### config.mk
export PLATFORM = sky130hd
export DESIGN_NAME = booth_mult_arbiter
export DESIGN_NICKNAME = d
export VERILOG_FILES = /design/src/rtl/mult_pkg.sv /design/src/rtl/booth_step_core.sv /design/src/rtl/booth_mult_arbiter.sv
export SDC_FILE = /design/constraint.sdc
export NUM_CORES = 1
export LEC_CHECK = 0
export ABC_CLOCK_PERIOD_IN_PS = 6430
export CAP_MARGIN = 30
export CORE_MARGIN = 5
export CORE_UTILIZATION = 52
export CTS_BUF_LIST = sky130_fd_sc_hd__clkbuf_4 sky130_fd_sc_hd__clkbuf_8 sky130_fd_sc_hd__clkbuf_16
export DETAILED_ROUTE_END_ITERATION = 8
export PLACE_DENSITY = 0.92
export SLEW_MARGIN = 15
export SYNTH_ARGS = -nofsm -noshare
export SYNTH_HDL_FRONTEND = slang
export SYNTH_SLANG_ARGS = --single-unit
### constraint.sdc
create_clock -name clk -period 6.43 [get_ports clk]
set_input_delay 0.9645 -clock clk [delete_from_list [all_inputs] [get_ports clk]]
set_output_delay 0.9645 -clock clk [all_outputs]
set_load 0.05 [all_outputs]
### src/rtl/mult_pkg.sv
// mult_pkg: shared state encodings, Booth op codes and default width
// for the shared Booth multiplier.
package mult_pkg;

    localparam int DEF_WIDTH = 32;

    typedef enum logic [1:0] {IDLE = 2'd0, BUSY = 2'd1, DONE = 2'd2} state_t;
    typedef enum logic [1:0] {NOP = 2'd0, ADD = 2'd1, SUB = 2'd2} booth_op_t;

    function automatic booth_op_t booth_op(input logic [1:0] pair);
        return pair == 2'b01 ? ADD : pair == 2'b10 ? SUB : NOP;
    endfunction

endpackage

### src/rtl/booth_step_core.sv
// booth_step_core: iterative radix-2 Booth datapath, one step per enabled cycle.
// The WIDTH+1-bit accumulator keeps the most negative multiplicand exact.
module booth_step_core
    import mult_pkg::*;
#(
    parameter int WIDTH = DEF_WIDTH
) (
    input  logic               clk,
    input  logic               reset,
    input  logic               load,
    input  logic               step,
    input  logic [WIDTH-1:0]   a,
    input  logic [WIDTH-1:0]   b,
    output logic               last,
    output logic [2*WIDTH-1:0] product,
    output logic               overflow
);
    localparam int CW = $clog2(WIDTH + 1);

    logic [WIDTH:0]   acc, m, sum;
    logic [WIDTH-1:0] q;
    logic             q_1;
    logic [CW-1:0]    count;
    booth_op_t        op;

    always_comb begin
        op  = booth_op({q[0], q_1});
        sum = op == ADD ? acc + m : op == SUB ? acc - m : acc;
    end

    assign last     = count == CW'(WIDTH - 1);
    assign product  = {acc[WIDTH-1:0], q};
    assign overflow = !(&product[2*WIDTH-1:WIDTH-1] || ~|product[2*WIDTH-1:WIDTH-1]);

    always_ff @(posedge clk or negedge reset) begin
        if (!reset) begin
            acc   <= '0;
            m     <= '0;
            q     <= '0;
            q_1   <= 1'b0;
            count <= '0;
        end else if (load) begin
            acc   <= '0;
            m     <= {a[WIDTH-1], a};
            q     <= b;
            q_1   <= 1'b0;
            count <= '0;
        end else if (step) begin
            // arithmetic shift of {acc, q, q_1} after the add/sub
            acc   <= {sum[WIDTH], sum[WIDTH:1]};
            q     <= {sum[0], q[WIDTH-1:1]};
            q_1   <= q[0];
            count <= count + CW'(1);
        end
    end

endmodule

### src/rtl/booth_mult_arbiter.sv
// booth_mult_arbiter: round-robin sharing of one Booth multiplier between
// NREQ requesters, returning tagged products over a valid/ready response.
module booth_mult_arbiter
    import mult_pkg::*;
#(
    parameter int WIDTH = DEF_WIDTH,
    parameter int NREQ  = 4,
    parameter int IDW   = 2
) (
    input  logic                  clk,
    input  logic                  reset,
    input  logic [NREQ-1:0]       req_valid,
    output logic [NREQ-1:0]       req_ready,
    input  logic [NREQ*WIDTH-1:0] req_a,
    input  logic [NREQ*WIDTH-1:0] req_b,
    output logic                  resp_valid,
    input  logic                  resp_ready,
    output logic [IDW-1:0]        resp_id,
    output logic [2*WIDTH-1:0]    resp_result,
    output logic                  resp_overflow,
    output logic                  busy
);
    state_t             state;
    logic [IDW-1:0]     rr, gnt_id, idx;
    logic               gnt_any, last, ovf;
    logic [2*WIDTH-1:0] product;

    always_comb begin
        gnt_any = 1'b0;
        gnt_id  = '0;
        idx     = '0;
        for (int k = 0; k < NREQ; k++) begin
            idx = IDW'((int'(rr) + k) % NREQ);
            if (!gnt_any && req_valid[idx]) begin
                gnt_any = 1'b1;
                gnt_id  = idx;
            end
        end
        req_ready = (state == IDLE && gnt_any) ? NREQ'(1) << gnt_id : '0;
    end

    booth_step_core #(.WIDTH(WIDTH)) u_core (
        .clk      (clk),
        .reset    (reset),
        .load     (state == IDLE && gnt_any),
        .step     (state == BUSY),
        .a        (req_a[gnt_id*WIDTH +: WIDTH]),
        .b        (req_b[gnt_id*WIDTH +: WIDTH]),
        .last     (last),
        .product  (product),
        .overflow (ovf)
    );

    assign resp_result   = resp_valid ? product : '0;
    assign resp_overflow = resp_valid & ovf;

    always_ff @(posedge clk or negedge reset) begin
        if (!reset) begin
            state      <= IDLE;
            rr         <= '0;
            resp_id    <= '0;
            resp_valid <= 1'b0;
            busy       <= 1'b0;
        end else begin
            case (state)
                IDLE: if (gnt_any) begin
                    state   <= BUSY;
                    busy    <= 1'b1;
                    resp_id <= gnt_id;
                    rr      <= gnt_id == IDW'(NREQ - 1) ? '0 : gnt_id + IDW'(1);
                end
                BUSY: if (last) begin
                    state      <= DONE;
                    resp_valid <= 1'b1;
                end
                DONE: if (resp_ready) begin
                    state      <= IDLE;
                    resp_valid <= 1'b0;
                    busy       <= 1'b0;
                end
                default: state <= IDLE;
            endcase
        end
    end

endmodule

==> impl_results.md <==
* Run status: finished, final reports clean
* Ratio of cells with drive above 1 in the final layout at 4.13%
* # setup viols final at 0
* Post-synth EDFFs at 0
* CP required at 5.47 ns
* Non-filler instance count after layout at 2,065
* Placed inst area at 0.0143 mm^2
* Clock slew at reported path FFs at 0.08 ns
* Number of maximum-capacitance violations at 0
* Type of the setup path with the least slack: input port to output port
* Cts repair resizes at 0
* Share of the synthesized area in the top cell type at 25.6%
* Area of the mapped netlist at 0.0109 mm^2
* Slew @ Worst Pin at 0.867 ns
* Floorplan die area at 0.0239 mm^2
* First-pass GRT wire length at 66,900 um
* Number of CTS-inserted buffers at 9
* Core region area at 0.0204 mm^2
* WL final at 43,500 um
* Worst path arrival time at 3.91 ns
* Layout Skew at 0.00973 ns
* Setup slack on the worst flop-to-flop path at 2.52 ns
* Num Clock Sinks at 111
* Initial core utilization at 53.3%
* Syn nets at 1,872
* RR Startpoint: u_core.m[1]
* Clk Latency, worst-skew pair at 0.36 ns
* Sequential area share after synthesis at 25.6%
* Count of final max-slew check failures at 0
* Number of post-CTS setup repair buffers at 0
* Pin count of the biggest net entering global routing at 82
* XOR/XNOR Fraction of Synth Area at 1.37%
* Residual overflow from global routing at 0
* Number of buffers added on ports at 335
* Number of distinct library cell variants in the gate-level netlist after synthesis at 72
* Unrepaired setup endpoints after global routing: false
* Cells on worst reg2reg path at 13
* Static leakage at 6.15 nW
* # IOs at 336
* Iteration-0 DRC Markers at 1,084
* Fraction of power spent switching nets at 56.3%
* Antenna Violating Nets Remaining at 0
* Power per unit of standard cell area at 640 mW/mm^2
* Leading post-synthesis cells by cell area: sky130_fd_sc_hd__dfrtp_1, sky130_fd_sc_hd__nand2_1, sky130_fd_sc_hd__ha_1, sky130_fd_sc_hd__nand3_1, sky130_fd_sc_hd__o21ai_0
* Gpl congestion at 0.961
* Rel. slew slack at 42.2%
* Arithmetic-cell share of the synthesized area counting full adders, half adders and majority gates at 8.56%
* Total negative setup slack at 0 ns
* Initial antenna violation count at 2
* Complex-gate fraction of the synthesized area at 23.2%
* Synthesized-area fraction occupied by and/or/nand/nor cells at 31.3%
* Final count of hold timing violations at 0
* Clock power share at 6.6%
* Worst min-delay path class: flip-flop to flip-flop
* Vertical die dimension at 154 um
* Final critical path time including I/O delays and setup at 4.87 ns
* Number of synthesized register bits at 111
* Site Rows at 52
* Number of H-tree levels at 3
* Avg WL per Cell at 21.1 um
* Root Driver: sky130_fd_sc_hd__clkbuf_16
* Hold buffer count at cts at 0
* DRC violation count after routing at 0
* Most used DFF post-synth: sky130_fd_sc_hd__dfrtp_1
* Peak ir drop on the vdd network at 0.270 mV
* Critical path endpoint: req_ready[3]
* Count of TritonRoute iterations in the first routing pass at 6
* Share of synthesized area spent on multiplexers at 3.52%
* Library cell occupying the most area in the post-synthesis netlist: sky130_fd_sc_hd__dfrtp_1
* Mean instance size in the synthesized netlist at 7.06 um^2
* Area added between synthesis and finish at 35.0%
* Highest clock frequency the design can meet at 0.205 GHz
* Overall Global Routing Usage at 34.9%
* Via count of the first global-routing pass at 12,400
* Number of buffers on the longest clock path at 2
* Final Cell Area at 0.0147 mm^2
* Count of nets after finishing at 2,124
* Worst slack on hold paths at 0.491 ns
* Vias per cell at 6.24
* Critical Path Source Type: input port
* Worst setup path start: req_valid[1]
* Die Wd at 154 um
* Main combinational cell family by area after synthesis: simple AND/OR/NAND/NOR gates
* DR vias at 12,900
* Combinational power share at 77.0%
* Async set-or-reset flop fraction in the synthesized netlist at 100%
* Placed cell count at 2,044
* Clock tree from TritonCTS: yes
* Estimated wirelength of the detail-placed design at 32,700 um
* Sequential power share at 16.5%
* Fin crit share at 75.8%
* Power dissipated by switching net loads at 5.28 mW
* Worst reg2reg path endpoint: u_core.acc[24]
* Cell count after synthesis at 1,536
* Crit-path max FO at 41
* Internal power consumption at 4.09 mW
* YS warnings at 0
* Endpoint type of the worst setup path: output port
==> state kept, by name, indices dropped and copies added, names as in the netlist <==
signal,cells
busy,1
state,2
u_core.q,32
u_core.m,32
u_core.count,6
u_core.acc,32
resp_valid,1
u_core.q_1,1
rr,2
resp_id,2
==> through the flow <==
step | setup WS (ns) | utilization [%] | total power [mW]
after floorplan | 2.15 | - | 6.60
final | 1.56 | 72.0 | 9.37
after global placement | 1.71 | 70.0 | 8.39
after detailed placement | 1.63 | 70.2 | 8.57
after CTS | 1.62 | 71.7 | 9.20
after global routing | 1.41 | 72.0 | 10.0
==> routing by layer <==
layer	GRT usage [%]	part of all wire, %	vias to the layer above
met1	44.5	38	6066
met4	13.4	3.9	0
met2	59.3	49	773
met3	6.01	9.4	131
li1	-	-	5913
met5	0	0	-
==> worst min-delay path by stage <==
stage                           start            end  slack (ns)  cells after the start
final                      resp_id[1]     resp_id[1]        0.49                      2
after global routing            reset  u_core.acc[8]        0.53                      1
after CTS                  resp_id[1]     resp_id[1]        0.49                      2
after detailed placement   resp_id[1]     resp_id[1]        0.47                      2
after global placement     resp_id[0]     resp_id[0]        0.46                      2
after floorplan           u_core.m[0]    u_core.m[0]        0.48                      2
==> cell families after synthesis <==
group                      count (synthesis)
buffers and inverters                    184
DFF                                      111
adders and majority gates                 73
AOI/OAI and AO/OA                        392
and+or+nand+nor                          734
xor gates and xnor gates                  17
muxes                                     25
==> worst max-delay path, cell delays in order <==
cell and delay, ns:
sky130_fd_sc_hd__clkdlybuf4s50_1 0.54, sky130_fd_sc_hd__inv_1 0.08, sky130_fd_sc_hd__a21oi_1 0.15, sky130_fd_sc_hd__nor2_1 0.07
sky130_fd_sc_hd__a211o_4 0.47, sky130_fd_sc_hd__inv_4 0.41, sky130_fd_sc_hd__ha_1 0.25, sky130_fd_sc_hd__and2_1 0.12
sky130_fd_sc_hd__clkdlybuf4s50_1 0.81
==> cell type report <==
cell class,instances,area [um^2]
multi-input cells,1241,7420
inverters,71,269
clock inverters,5,63.8
repair buffers,354,3530
well taps,270,338
flip-flops and latches,111,2780
clock buffers,11,246
fillers,1668,5710
diodes,2,5.00
==> Yosys cell counts, drive strengths merged (3+ instances only) <==
library cell	count
a211o	3
a211oi	10
a21o	15
a21oi	85
a221oi	18
a22oi	13
a2bb2oi	4
a31oi	32
a41oi	3
and2	69
and3	18
buf	17
clkbuf	96
dfrtp	111
ha	71
inv	70
mux2	5
mux2i	10
mux4	10
nand2	317
nand2b	14
nand3	126
nand4	12
nor2	102
nor2b	14
nor3	21
nor4	12
o211ai	5
o21a	7
o21ai	113
o21bai	17
o221a	4
o221ai	13
o22ai	16
o31a	4
o31ai	12
or2	4
or3	9
or4	7
xnor2	15
==> placed cells by master, fill, tap and decap left out, types with 3 or more instances in the layout <==
master and count:
sky130_fd_sc_hd__buf_4 15, sky130_fd_sc_hd__clkbuf_16 9, sky130_fd_sc_hd__o31ai_1 12, sky130_fd_sc_hd__o211ai_1 5, sky130_fd_sc_hd__o221ai_1 13, sky130_fd_sc_hd__inv_1 68, sky130_fd_sc_hd__a41oi_1 3, sky130_fd_sc_hd__o21ai_0 112
sky130_fd_sc_hd__mux2i_1 10, sky130_fd_sc_hd__nor4_1 12, sky130_fd_sc_hd__a21o_1 15, sky130_fd_sc_hd__a22oi_1 13, sky130_fd_sc_hd__and2_1 69, sky130_fd_sc_hd__nor3_1 20, sky130_fd_sc_hd__o21a_1 7, sky130_fd_sc_hd__mux2_2 5
sky130_fd_sc_hd__o221a_2 3, sky130_fd_sc_hd__nor2_1 101, sky130_fd_sc_hd__a2bb2oi_1 4, sky130_fd_sc_hd__o21bai_1 16, sky130_fd_sc_hd__mux4_2 10, sky130_fd_sc_hd__nand2b_1 13, sky130_fd_sc_hd__ha_1 71, sky130_fd_sc_hd__nand4_1 12
sky130_fd_sc_hd__nand3_1 126, sky130_fd_sc_hd__a31oi_1 32, sky130_fd_sc_hd__or3_1 8, sky130_fd_sc_hd__nor2b_1 12, sky130_fd_sc_hd__a211oi_1 10, sky130_fd_sc_hd__o22ai_1 15, sky130_fd_sc_hd__and3_1 18, sky130_fd_sc_hd__dfrtp_1 110
sky130_fd_sc_hd__or4_1 7, sky130_fd_sc_hd__a221oi_1 18, sky130_fd_sc_hd__buf_12 3, sky130_fd_sc_hd__xnor2_1 15, sky130_fd_sc_hd__nand2_1 317, sky130_fd_sc_hd__o31a_1 4, sky130_fd_sc_hd__clkdlybuf4s50_1 334, sky130_fd_sc_hd__a21oi_1 83
==> power by group through the flow <==
| stage | clock [mW] | combinational, mW | sequential (mW) |
|---|---|---|---|
| after floorplan | 0 | 5.23 | 1.38 |
| after global placement | 0 | 6.87 | 1.52 |
| after detailed placement | 0 | 7.03 | 1.53 |
| after CTS | 0.614 | 7.06 | 1.53 |
| after global routing | 0.646 | 7.80 | 1.58 |
| final | 0.615 | 7.22 | 1.54 |
No activity file was read; power rests on OpenSTA's default activity.
